$ cat src/rtl/voice_alloc.sv
// Trigger-to-voice allocator: round-robin arbitration over edge-detected note
// requests, lowest free voice first, otherwise steal the oldest voice.
module voice_lane #(
  parameter int AGEW = 16
) (
  input  logic            clk,
  input  logic            rst,
  input  logic            ena,
  input  logic            hit,
  input  logic            busy,
  output logic [AGEW-1:0] age,
  output logic            free
);
  logic [1:0] claim;

  // Claim holds the voice reserved until envseq has had time to raise busy.
  always_ff @(posedge clk) begin
    if (rst) begin
      age   <= '0;
      claim <= '0;
    end else if (hit) begin
      age   <= '0;
      claim <= 2'd2;
    end else if (ena) begin
      if (age != {AGEW{1'b1}}) age <= age + 1'b1;
      if (claim != 2'd0) claim <= claim - 1'b1;
    end
  end

  assign free = ~busy & (claim == 2'd0);
endmodule

module voice_alloc #(
  parameter int NREQ   = 4,
  parameter int NVOICE = 4,
  parameter int AGEW   = 16,
  localparam int SW    = (NREQ > 1) ? $clog2(NREQ) : 1
) (
  input  logic                 clk,
  input  logic                 rst,
  input  logic                 ena,
  input  logic [NREQ-1:0]      req,
  input  logic [NVOICE-1:0]    busy,
  output logic [NVOICE-1:0]    trig_out,
  output logic [NVOICE*SW-1:0] src_out,
  output logic                 steal
);
  logic [NREQ-1:0]              req_d, pending, edge_det, gmask;
  logic [SW-1:0]                ptr, gidx;
  logic                         gnt;
  logic [NVOICE-1:0]            free, hit;
  logic [NVOICE-1:0][AGEW-1:0]  age;
  logic [NVOICE-1:0][SW-1:0]    src_q;
  logic [$clog2(NVOICE+1)-1:0]  vsel, vfree, vold;
  logic                         any_free;

  assign edge_det = req & ~req_d;

  for (genvar v = 0; v < NVOICE; v++) begin : g_lane
    voice_lane #(.AGEW(AGEW)) u_lane (
      .clk  (clk),
      .rst  (rst),
      .ena  (ena),
      .hit  (hit[v]),
      .busy (busy[v]),
      .age  (age[v]),
      .free (free[v])
    );
  end

  // Round-robin search: walk downward so the entry nearest ptr wins.
  always_comb begin
    gnt  = 1'b0;
    gidx = '0;
    for (int k = NREQ - 1; k >= 0; k--) begin
      if (pending[(int'(ptr) + k) % NREQ]) begin
        gnt  = ena;
        gidx = SW'((int'(ptr) + k) % NREQ);
      end
    end
    gmask       = '0;
    gmask[gidx] = gnt;
  end

  always_comb begin
    any_free = |free;
    vfree    = '0;
    for (int v = NVOICE - 1; v >= 0; v--)
      if (free[v]) vfree = ($bits(vfree))'(v);
    vold = '0;
    for (int v = 1; v < NVOICE; v++)
      if (age[v] > age[vold]) vold = ($bits(vold))'(v);
    vsel      = any_free ? vfree : vold;
    hit       = '0;
    hit[vsel] = gnt;
  end

  always_ff @(posedge clk) begin
    if (rst) begin
      req_d    <= '0;
      pending  <= '0;
      ptr      <= '0;
      trig_out <= '0;
      steal    <= 1'b0;
      src_q    <= '0;
    end else begin
      req_d    <= req;
      // Clear the granted bit first so a coincident edge re-arms it.
      pending  <= (pending & ~gmask) | edge_det;
      trig_out <= hit;
      steal    <= gnt & ~any_free;
      if (gnt) begin
        ptr         <= (int'(gidx) == NREQ - 1) ? '0 : gidx + 1'b1;
        src_q[vsel] <= gidx;
      end
    end
  end

  assign src_out = src_q;
endmodule

$ cat config.mk
export PLATFORM = sky130hd
export DESIGN_NAME = voice_alloc
export DESIGN_NICKNAME = d
export VERILOG_FILES = /design/src/rtl/voice_alloc.sv
export SDC_FILE = /design/constraint.sdc
export NUM_CORES = 1
export LEC_CHECK = 0
export BUFFER_PORTS_ARGS = -buffer_cell sky130_fd_sc_hd__buf_2
export CAP_MARGIN = 0
export CORE_MARGIN = 2
export CORE_UTILIZATION = 62
export CTS_CLUSTER_DIAMETER = 60
export DETAILED_ROUTE_END_ITERATION = 12
export GPL_ROUTABILITY_DRIVEN = 0
export PLACE_DENSITY = 0.89
export SETUP_SLACK_MARGIN = 0.15
export SYNTH_ARGS = -nofsm -noshare
export SYNTH_HDL_FRONTEND = slang
export SYNTH_SLANG_ARGS = --single-unit
$ cat constraint.sdc
create_clock -name clk -period 15.6 [get_ports clk]
set_clock_uncertainty 0.1 [all_clocks]
set_input_delay 3.12 -clock clk [delete_from_list [all_inputs] [get_ports clk]]
set_output_delay 3.12 -clock clk [all_outputs]
set_load 0.01 [all_outputs]
==> flow_summary.toml <==
[outcome]
status = "completed"

[flow_run]
drv_cap = 0

[synth]
synth_nets = 762
postSynthCellCount = 695
synth-seq-area-share_pct = 32.2
synth_top_area_share_pct = 32.2
synth_area_leaders = "dfxtp_1 (32%), ha_1 (12%), nor2_1 (6.7%)"
ys_types = 64
synth_warnings = 0
ys.flop_type = "dfxtp_1"
syn_avg_cell_area_um2 = 8.50
async_flop_share_pct = 0
synth-edff-count = 0
syn_area_um2 = 5910
synth_top_area_cell = "dfxtp_1"
synth_seq_cells = 95

[power]
power_leakage_nw = 2.42
vdd_drop_max_v = 0.0000551
p_seq_share_pct = 47.8
p_per_area_nw_per_um2 = 85.1
power.share.clock_pct = 30.3
comb_power_share_pct = 21.9
switchingPower_uw = 179
switching_share_pct = 33.3
p_int_uw = 358

[floorplan]
io_pins = 24
die_w_um = 102
die-area_um2 = 10300
die_h_um = 102
num_rows = 35
initial_utilization_pct = 63.9
design.core.area_um2 = 9240

[timing]
worst_slack_ps = 8240
drv_slew = 0
worst_slew_pin_slew_ps = 1090
fmax_mhz = 136
min_period_ps = 7360
finalHoldViolations = 0
setup_viol = 0
setup_tns_ps = 0
rsz0062_at_grt = "no"
maxSlewHeadroom_pct = 26.7
period_share_pct = 47.2

[worst_setup_path]
critPathKind = "reg -> reg"
required_ps = 15730
cp_top_family = "compound AO/OA/AOI/OAI gates"
cp-start-kind = "register"
arrival_ps = 7490
cp_max_fo = 33
cp_slowest_cell = "nor3_1"
end_kind = "register"
cp_num_buf_inv = 1
cp_cell_sequence = "inv_1 -> ha_1 -> nand4_1 -> nor4_1 -> a21boi_1 -> o31a_2 -> a21oi_1 -> ha_1 -> nand4_1 -> nor4_1 -> a21boi_1 -> o31a_1 -> mux2_2 -> ha_1 -> and3_1 -> nand4_1 -> a21o_1 -> a311o_4 -> and3b_1 -> nor3_1 -> o32ai_1"
slowest_delay_ps = 830

[finish]
fillers = 682
drive_gt1_share_pct = 12.3
layout_commonest_cell = "nor2_1"
area_growth_pct = 6.74
antennaDiodeCount = 0
fin_nets = 783
mostFrequentLayoutCells = "nor2_1 (105), dfxtp_1 (95), ha_1 (56)"

[cts]
hold_buffers = 0
htreeDepth = 3
numCtsBuffers = 9
post_cts_buffers = 0
cts_root_buf = "clkbuf_8"
clk_latency_ps = 380
ctsLongestPathBuffers = 2
cts.sinks = 95
cts_tree = "done"
clk_pin_slew_ps = 110
cts_resized = 0

[drt]
drt_iter0_drc = 325
wl_per_cell_um = 15.9
first_pass_iters = 5
viasPerCell = 5.97
num_vias = 5072
wirelength_um = 13500
remaining_drc_errors = 0
ant_nets = 0

[global_route]
grt_first_pass_wirelength_um = 22400
grt_pass1_vias = 4926
overflow = 0
grt_usage_pct = 27.3
grt_start_max_net_pins = 34
antenna_found_initial = 0

[placed_design]
preCtsSetupSlack_ps = 8460
io_buffers = 23
hpwl_um = 10100

[min_path]
hp-class = "reg -> reg"
==> cell families (layout without fill, tap and decap cells) <==
logic type	after synthesis	after routing	share of synthesized area, %
adder cells (fa/ha/maj)	56	56	11.9
AO/OA/AOI/OAI	101	101	12.8
buffers and inverters	70	96	5.15
AND/OR/NAND/NOR	293	293	25.2
multiplexers	24	24	4.41
flip-flops	95	95	32.2
XOR/XNOR	56	56	8.30
==> cells in the mapped netlist, types with 4 or more instances <==
| cell type | count |
|---|---|
| a21o_1 | 5 |
| a21oi_1 | 46 |
| and2_1 | 4 |
| and3_1 | 9 |
| and4_1 | 4 |
| buf_2 | 5 |
| clkbuf_1 | 7 |
| dfxtp_1 | 95 |
| ha_1 | 56 |
| inv_1 | 53 |
| mux2_2 | 16 |
| mux2i_1 | 8 |
| nand2_1 | 51 |
| nand2b_1 | 10 |
| nand3_1 | 26 |
| nand3b_1 | 5 |
| nand4_1 | 21 |
| nor2_1 | 105 |
| nor2_4 | 10 |
| nor2b_1 | 13 |
| nor3_1 | 14 |
| nor4_1 | 7 |
| o21ai_0 | 10 |
| o22ai_1 | 5 |
| o32ai_1 | 4 |
| or3_1 | 4 |
| xnor2_1 | 42 |
| xor2_1 | 14 |
==> layer usage <==
metal / wire length, µm / global-route usage (%) / part of all wire (%)
met2: 6590 / 46.3 / 49
met4: 487 / 14.0 / 3.6
met5: 0 / 0 / 0
met3: 798 / 5.18 / 5.9
met1: 5610 / 32.8 / 42
==> tightest hold or removal path, cell delays in order (launching register included) <==
cell and delay, ps:
dfxtp_1 330, inv_1 50, o32ai_1 50
==> per-stage QoR <==
| stage | util [%] | power, mW | hold slack (ps) | instance area (µm²) | instances |
|---|---|---|---|---|---|
| 2_1_floorplan | - | 0.357 | 372 | 5910 | 695 |
| 3_5_place_dp | 66.1 | 0.377 | 353 | 6100 | 834 |
| 3_3_place_gp | 66.1 | 0.371 | 341 | 6100 | 834 |
| 6_report | 68.2 | 0.537 | 367 | 6300 | 850 |
| 4_1_cts | 68.2 | 0.537 | 369 | 6300 | 850 |
| 5_1_grt | 68.2 | 0.559 | 388 | 6300 | 850 |
==> path summary, 6_finish.rpt <==
check                                 end                             startpoint  cells after the start  slack, ps
hold reg to reg   src_out[2]$_SDFFE_PP0P_                src_out[2]$_SDFFE_PP0P_                      2        370
setup / recovery  src_out[1]$_SDFFE_PP0P_  g_lane[0].u_lane.age[14]$_SDFFE_PP0P_                     21       8240
setup reg to reg  src_out[1]$_SDFFE_PP0P_  g_lane[0].u_lane.age[14]$_SDFFE_PP0P_                     21       8240
hold / removal    src_out[2]$_SDFFE_PP0P_                src_out[2]$_SDFFE_PP0P_                      2        370
==> power groups by stage <==
stage,Clock [mW],Sequential (mW),Combinational (mW)
after global placement,0,0.261,0.110
after floorplan,0,0.260,0.0971
after detailed placement,0,0.262,0.115
final,0.163,0.256,0.118
after CTS,0.165,0.256,0.116
after global routing,0.174,0.257,0.128
==> state kept, by name, summed over array words and instances, names as in the netlist <==
signal and count:
src_out 8, ptr 2, g_lane.u_lane.claim 8, trig_out 4
req_d 4, pending 4, g_lane.u_lane.age 64, steal 1
==> final cells by class <==
class	count	area, µm²	share of cell area [%]
Inverter	54	203	3.21
Clock buffer	9	124	1.96
Timing Repair Buffer	26	138	2.18
Multi-Input combinational cell	530	3700	58.7
Clock inverter	7	76.3	1.21
Sequential cell	95	1900	30.2
Tap cell	129	161	2.56
Power figures use the tool's default switching activity.
